File: config.mk
export PLATFORM = sky130hd
export DESIGN_NAME = mem_dbus_stage
export DESIGN_NICKNAME = d
export VERILOG_FILES = /design/src/rtl/mem_dbus_stage_pkg.sv /design/src/rtl/mem_dbus_stage_dbus_if.sv /design/src/rtl/mem_dbus_stage.sv
export SDC_FILE = /design/constraint.sdc
export NUM_CORES = 1
export LEC_CHECK = 0
export ABC_AREA = 1
export CAP_MARGIN = 30
export CELL_PAD_IN_SITES_DETAIL_PLACEMENT = 0
export CELL_PAD_IN_SITES_GLOBAL_PLACEMENT = 2
export CORE_MARGIN = 2
export CORE_UTILIZATION = 18
export DETAILED_ROUTE_END_ITERATION = 6
export GPL_TIMING_DRIVEN = 0
export PLACE_DENSITY = 0.79
export SYNTH_ARGS = -nofsm -noshare
export SYNTH_HDL_FRONTEND = slang
export SYNTH_HIERARCHICAL = 1
export SYNTH_SLANG_ARGS = --single-unit
File: constraint.sdc
create_clock -name clk -period 1.8 [get_ports clk]
set_input_delay 0.18 -clock clk [delete_from_list [all_inputs] [get_ports clk]]
set_output_delay 0.18 -clock clk [all_outputs]
set_load 0.03 [all_outputs]
File: src/rtl/mem_dbus_stage_pkg.sv
// mem_dbus_stage_pkg: op codes, pipeline constants and data-bus FSM states for the memory stage
package mem_dbus_stage_pkg;
  localparam logic [7:0] EXE_NOP_OP  = 8'b0000_0000;
  localparam logic [7:0] EXE_OR_OP   = 8'b0010_0101;
  localparam logic [7:0] EXE_ADDU_OP = 8'b0010_0001;
  localparam logic [7:0] EXE_LB_OP   = 8'b1110_0000;
  localparam logic [7:0] EXE_LBU_OP  = 8'b1110_0100;
  localparam logic [7:0] EXE_LH_OP   = 8'b1110_0001;
  localparam logic [7:0] EXE_LHU_OP  = 8'b1110_0101;
  localparam logic [7:0] EXE_LW_OP   = 8'b1110_0011;
  localparam logic [7:0] EXE_SB_OP   = 8'b1110_1000;
  localparam logic [7:0] EXE_SH_OP   = 8'b1110_1001;
  localparam logic [7:0] EXE_SW_OP   = 8'b1110_1011;
  localparam logic STOP = 1'b1;
  localparam logic NO_STOP = 1'b0;
  localparam logic [31:0] ZERO_WORD = 32'h0000_0000;
  localparam logic [4:0] NOP_REG_ADDR = 5'b00000;
  typedef enum logic [1:0] {
    IDLE = 2'b00,
    BUSY = 2'b01,
    DONE = 2'b10
  } dbus_state_e;
  function automatic logic is_load(input logic [7:0] op);
    return op inside {EXE_LB_OP, EXE_LBU_OP, EXE_LH_OP, EXE_LHU_OP, EXE_LW_OP};
  endfunction
  function automatic logic is_store(input logic [7:0] op);
    return op inside {EXE_SB_OP, EXE_SH_OP, EXE_SW_OP};
  endfunction
  function automatic logic is_byte(input logic [7:0] op);
    return op inside {EXE_LB_OP, EXE_LBU_OP, EXE_SB_OP};
  endfunction
  function automatic logic is_half(input logic [7:0] op);
    return op inside {EXE_LH_OP, EXE_LHU_OP, EXE_SH_OP};
  endfunction
  function automatic logic is_word(input logic [7:0] op);
    return op inside {EXE_LW_OP, EXE_SW_OP};
  endfunction
endpackage

File: src/rtl/mem_dbus_stage_dbus_if.sv
// dbus_if: req/ack data-bus FSM with registered bus outputs and the read buffer
module dbus_if
  import mem_dbus_stage_pkg::*;
(
  input  logic        clk,
  input  logic        rst,
  input  logic        start,
  input  logic        release_stage,
  input  logic        we,
  input  logic [31:0] addr,
  input  logic [3:0]  sel,
  input  logic [31:0] wdata,
  input  logic [31:0] dbus_rdata,
  input  logic        dbus_ack,
  output dbus_state_e state,
  output logic        dbus_req,
  output logic        dbus_we,
  output logic [31:0] dbus_addr,
  output logic [3:0]  dbus_sel,
  output logic [31:0] dbus_wdata,
  output logic [31:0] rd_buf
);
  dbus_state_e state_q, state_d;
  logic go, fin;
  logic req_q, req_d, we_q, we_d;
  logic [31:0] addr_q, addr_d, wdata_q, wdata_d, rd_buf_q, rd_buf_d;
  logic [3:0] sel_q, sel_d;
  always_comb begin
    go = state_q == IDLE && start;
    fin = state_q == BUSY && dbus_ack;
    state_d = go ? BUSY : fin ? DONE : (state_q == DONE && release_stage) ? IDLE : state_q;
    req_d = go ? 1'b1 : fin ? 1'b0 : req_q;
    we_d = go ? we : we_q;
    addr_d = go ? addr : addr_q;
    sel_d = go ? sel : sel_q;
    wdata_d = go ? wdata : wdata_q;
    rd_buf_d = fin ? dbus_rdata : rd_buf_q;
  end
  always_ff @(posedge clk or negedge rst) begin
    if (!rst) begin
      state_q <= IDLE;
      req_q <= 1'b0;
      we_q <= 1'b0;
      addr_q <= ZERO_WORD;
      sel_q <= 4'b0000;
      wdata_q <= ZERO_WORD;
      rd_buf_q <= ZERO_WORD;
    end else begin
      state_q <= state_d;
      req_q <= req_d;
      we_q <= we_d;
      addr_q <= addr_d;
      sel_q <= sel_d;
      wdata_q <= wdata_d;
      rd_buf_q <= rd_buf_d;
    end
  end
  assign state = state_q;
  assign dbus_req = req_q;
  assign dbus_we = we_q;
  assign dbus_addr = addr_q;
  assign dbus_sel = sel_q;
  assign dbus_wdata = wdata_q;
  assign rd_buf = rd_buf_q;
endmodule

File: src/rtl/mem_dbus_stage.sv
// mem_dbus_stage: OpenMIPS memory stage running loads/stores over a req/ack data bus
module mem_dbus_stage
  import mem_dbus_stage_pkg::*;
#(
  parameter int BIG_ENDIAN = 1
) (
  input  logic        clk,
  input  logic        rst,
  input  logic [5:0]  stall,
  input  logic [4:0]  ex_wd,
  input  logic        ex_wreg,
  input  logic [31:0] ex_wdata,
  input  logic [31:0] ex_hi,
  input  logic [31:0] ex_lo,
  input  logic        ex_whilo,
  input  logic [7:0]  ex_aluop,
  input  logic [31:0] ex_mem_addr,
  input  logic [31:0] ex_reg2,
  output logic [4:0]  mem_wd,
  output logic        mem_wreg,
  output logic [31:0] mem_wdata,
  output logic [31:0] mem_hi,
  output logic [31:0] mem_lo,
  output logic        mem_whilo,
  output logic        mem_misalign,
  output logic        stallreq,
  output logic        dbus_req,
  output logic        dbus_we,
  output logic [31:0] dbus_addr,
  output logic [3:0]  dbus_sel,
  output logic [31:0] dbus_wdata,
  input  logic [31:0] dbus_rdata,
  input  logic        dbus_ack
);
  dbus_state_e state;
  logic load, mem_op, mis, start, done_ld, unused_stall;
  logic [1:0] a, b_lane, h_lane;
  logic [3:0] sel;
  logic [7:0] byte_v;
  logic [15:0] half_v;
  logic [31:0] wdata, rd_buf, ld_data;
  assign unused_stall = ^{stall[5], stall[3:0]};
  always_comb begin
    a = ex_mem_addr[1:0];
    load = is_load(ex_aluop);
    mem_op = load || is_store(ex_aluop);
    mis = (is_half(ex_aluop) && a[0]) || (is_word(ex_aluop) && a != 2'b00);
    start = mem_op && !mis;
    b_lane = BIG_ENDIAN != 0 ? 2'd3 - a : a;
    h_lane = {(BIG_ENDIAN != 0) ^ a[1], 1'b0};
    sel = is_byte(ex_aluop) ? 4'b0001 << b_lane : is_half(ex_aluop) ? 4'b0011 << h_lane : 4'b1111;
    wdata = is_byte(ex_aluop) ? {4{ex_reg2[7:0]}} : is_half(ex_aluop) ? {2{ex_reg2[15:0]}} : ex_reg2;
    byte_v = 8'(rd_buf >> {b_lane, 3'b000});
    half_v = 16'(rd_buf >> {h_lane, 3'b000});
    ld_data = ex_aluop == EXE_LB_OP ? {{24{byte_v[7]}}, byte_v} :
              ex_aluop == EXE_LBU_OP ? {24'h000000, byte_v} :
              ex_aluop == EXE_LH_OP ? {{16{half_v[15]}}, half_v} :
              ex_aluop == EXE_LHU_OP ? {16'h0000, half_v} : rd_buf;
    done_ld = start && load && state == DONE;
    stallreq = rst && (state == BUSY || (state == IDLE && start));
    mem_wd = rst ? ex_wd : NOP_REG_ADDR;
    mem_wreg = rst && (mem_op ? done_ld && ex_wreg : ex_wreg);
    mem_wdata = !rst ? ZERO_WORD : done_ld ? ld_data : ex_wdata;
    mem_hi = rst ? ex_hi : ZERO_WORD;
    mem_lo = rst ? ex_lo : ZERO_WORD;
    mem_whilo = rst && !mem_op && ex_whilo;
    mem_misalign = rst && mem_op && mis;
  end
  dbus_if u_dbus_if (
    .clk           (clk),
    .rst           (rst),
    .start         (start),
    .release_stage (stall[4] == NO_STOP),
    .we            (is_store(ex_aluop)),
    .addr          ({ex_mem_addr[31:2], 2'b00}),
    .sel           (sel),
    .wdata         (wdata),
    .dbus_rdata    (dbus_rdata),
    .dbus_ack      (dbus_ack),
    .state         (state),
    .dbus_req      (dbus_req),
    .dbus_we       (dbus_we),
    .dbus_addr     (dbus_addr),
    .dbus_sel      (dbus_sel),
    .dbus_wdata    (dbus_wdata),
    .rd_buf        (rd_buf)
  );
endmodule

==> run metrics <==
pin count of the biggest net entering global routing 71; Total Power 13780 uW; final setup margin -0.1954 ns; # diodes 0; Yosys top cell area share 39.88%; Setup violations, final 33; ys flop type dfrtp_1; final core occ 35.07%; Yosys cell types 30; initial antenna violation count 0; most frequent cell after synthesis nand2_1; critical path endpoint category output port; Top-Level Pins 391; sequential-to-total area share from yosys stat 39.88%; Reg clk slew, reported paths 0.08 ns; CP peak stage delay 0.37 ns; worst-path cell with the longest stage delay dfrtp_2; Routed WL 33290 um; Slew Limit Fails 0; area grow syn2layout 91.58%; worst min path class primary input to async pin; FF-to-FF setup slack 0.23 ns; total grt overflow 0; height of the die 194.4 um; LEAKAGE 0.006300 uW; Post-CTS Hold Fix Bufs 4; CTS tree done; Yosys top cell by area dfrtp_1; fin crit period 1.995 ns; TritonCTS Buffers 9; Final Hold Slack -0.1076 ns; Critical Path Source Type register; largest cells by area after synthesis dfrtp_1 (40%), nand2_1 (20%), nor2_1 (6.6%), nand3_1 (6.3%), inv_1 (5.2%); DP HPWL 25890 um; Syn Area/Cell 6.579 um2; Worst Skew 0.01144 ns; Synth Register Bits 104; Yosys Warn Count 6; pwr dens 1102 nW/um2; ys async rst share 100.0%; EDFF count, synth 0; worst reg2reg endpoint u_dbus_if/rd_buf[25]; Worst Path Required 1.62 ns; failing checks DRC, hold timing, setup timing; placement row count 69; 1st-pass router iterations 7; maxcap violations 0; ratio of cells with drive above 1 in the final layout 21.34%; first-pass GRT wire length 49490 um; Setup crit start u_dbus_if/state[1]; critical path arrival 1.82 ns; via density per instance 4.198; total track usage 17.10%; Post-Syn Area 6526 um2; status finished, violations left; CP Max Fanout 6; drc violations 24; Routability Congestion 0.8719; # port buffers 384; r2r startpoint u_dbus_if/state[0]; Post-synth top cells nand2_1 (350), nor2_1 (114), dfrtp_1 (104); RSZ-0062 raised after global routing true; Tcrit/Tclk final 110.9%; initial DRC count 456; Worst VDD drop 0.4783 mV; WL/cell 17.57 um; CTS Root Cell clkbuf_16; final hold violation count 68; Crit Path Category register to output port; Synth Instances 992; TritonCTS Sinks 104; chip width 194.4 um; vias in the first global route 8095; placeable core region 35660 um2; cell breakdown of the critical path inv_2 > nor2_4 > nand2_4 > nor2_8 > buf_12 > nand2_8 > buf_12 > nor2_4 > nor2_1 > buf_4; H-Tree Depth 3; post-route ant nets 0; R2R depth 5; worst skew pair latency 0.36 ns; CTS max path bufs 2; fmax 501.1 MHz; Die ar. 37800 um2; via count 7956; Starting Density 18.30%; nets@finish 1645
[cells by family after synthesis]
group	count (synthesis)	share of synthesized area, %
and+or+nand+nor	607	39.53
buffers and inverters	163	10.93
AOI/OAI and AO/OA	117	9.605
DFF	104	39.88
other	1	0.05746
[layout make-up]
type / instances / area (um2)
fillers: 3837 / 23150
repair buffers: 425 / 4198
multi-input cells: 726 / 3963
flip-flops and latches: 104 / 2606
well taps: 461 / 576.8
plain buffers: 66 / 478.0
inverters: 97 / 377.9
clock buffers: 9 / 225.2
clock inverters: 7 / 78.83
[critical path, delay by kind of cell (launching register included)]
family | cells | cell delay [ns]
and+or+nand+nor | 6 | 0.58
buffers and inverters | 4 | 0.50
DFF | 1 | 0.37
[report_power, final]
part,internal (uW),switching (uW)
registers,3390,892
clock network,1090,980
logic,3000,4420
[metrics by stage]
| stage | hold WS [ns] | setup WS [ns] | area (um2) | instances | setup TNS, ns |
|---|---|---|---|---|---|
| after global routing | -0.07421 | -0.2900 | 12500 | 1895 | -8.190 |
| after CTS | -0.07285 | -0.2643 | 12120 | 1885 | -7.309 |
| after global placement | 0.4535 | -4.963 | 10950 | 1838 | -975.95 |
| after detailed placement | 0.1140 | -1.314 | 10980 | 1839 | -160.12 |
| final | -0.1076 | -0.1954 | 12500 | 1895 | -5.030 |
| after floorplan | -0.1156 | 0.006013 | 6530 | 993 | 0 |
[how the worst max path moves through the flow]
stage,end,slack [ns],cells after the start
finish,mem_wdata[17],-0.20,10
global placement,mem_lo[27],-4.96,6
CTS,mem_wdata[31],-0.26,10
global route,mem_wdata[21],-0.29,10
detailed placement,stallreq,-1.31,10
floorplan,mem_wdata[12],0.006,10
[repair_timing]
action	in CTS	in global routing
endpoints found under the setup margin	176	106
gates resized for setup	536	88
hold endpoints to repair	44	68
pin swaps	48	28
setup buffers	20	9
cloned	6	1
[placed cells by master (no fill, tap or decap), drive strengths merged]
cell type	netlist	layout
nand4	34	34
clkdlybuf4s50	0	268
inv	96	97
nor2	119	119
dlygate4sd2	0	66
or2	1	1
o211ai	2	2
clkdlybuf4s15	0	4
buf	42	126
o22ai	16	16
clkbuf	24	35
a21oi	40	40
nand3	83	83
nand2	361	361
bufinv	0	1
dlygate4sd3	0	1
nor3	8	8
dfrtp	104	104
and3	1	1
o21ai	59	59
conb	1	2
clkinv	1	2
clkinvlp	0	4
[per-layer routing]
| layer | vias up | GRT usage (%) | share of wire, % |
|---|---|---|---|
| met2 | 250 | 28.90 | 48 |
| met4 | 0 | 3.704 | 1.8 |
| li1 | 4014 | - | - |
| met1 | 3652 | 22.64 | 45 |
| met5 | - | 0 | 0 |
| met3 | 40 | 3.297 | 5.4 |
[flip-flops by register name (all words and copies together), names as in the netlist]
register and cells:
u_dbus_if/dbus_addr 32, u_dbus_if/dbus_wdata 32, u_dbus_if/rd_buf 32, u_dbus_if/dbus_sel 4
u_dbus_if/state 2, u_dbus_if/dbus_req 1, u_dbus_if/dbus_we 1
(Power assumes the default switching activity.)
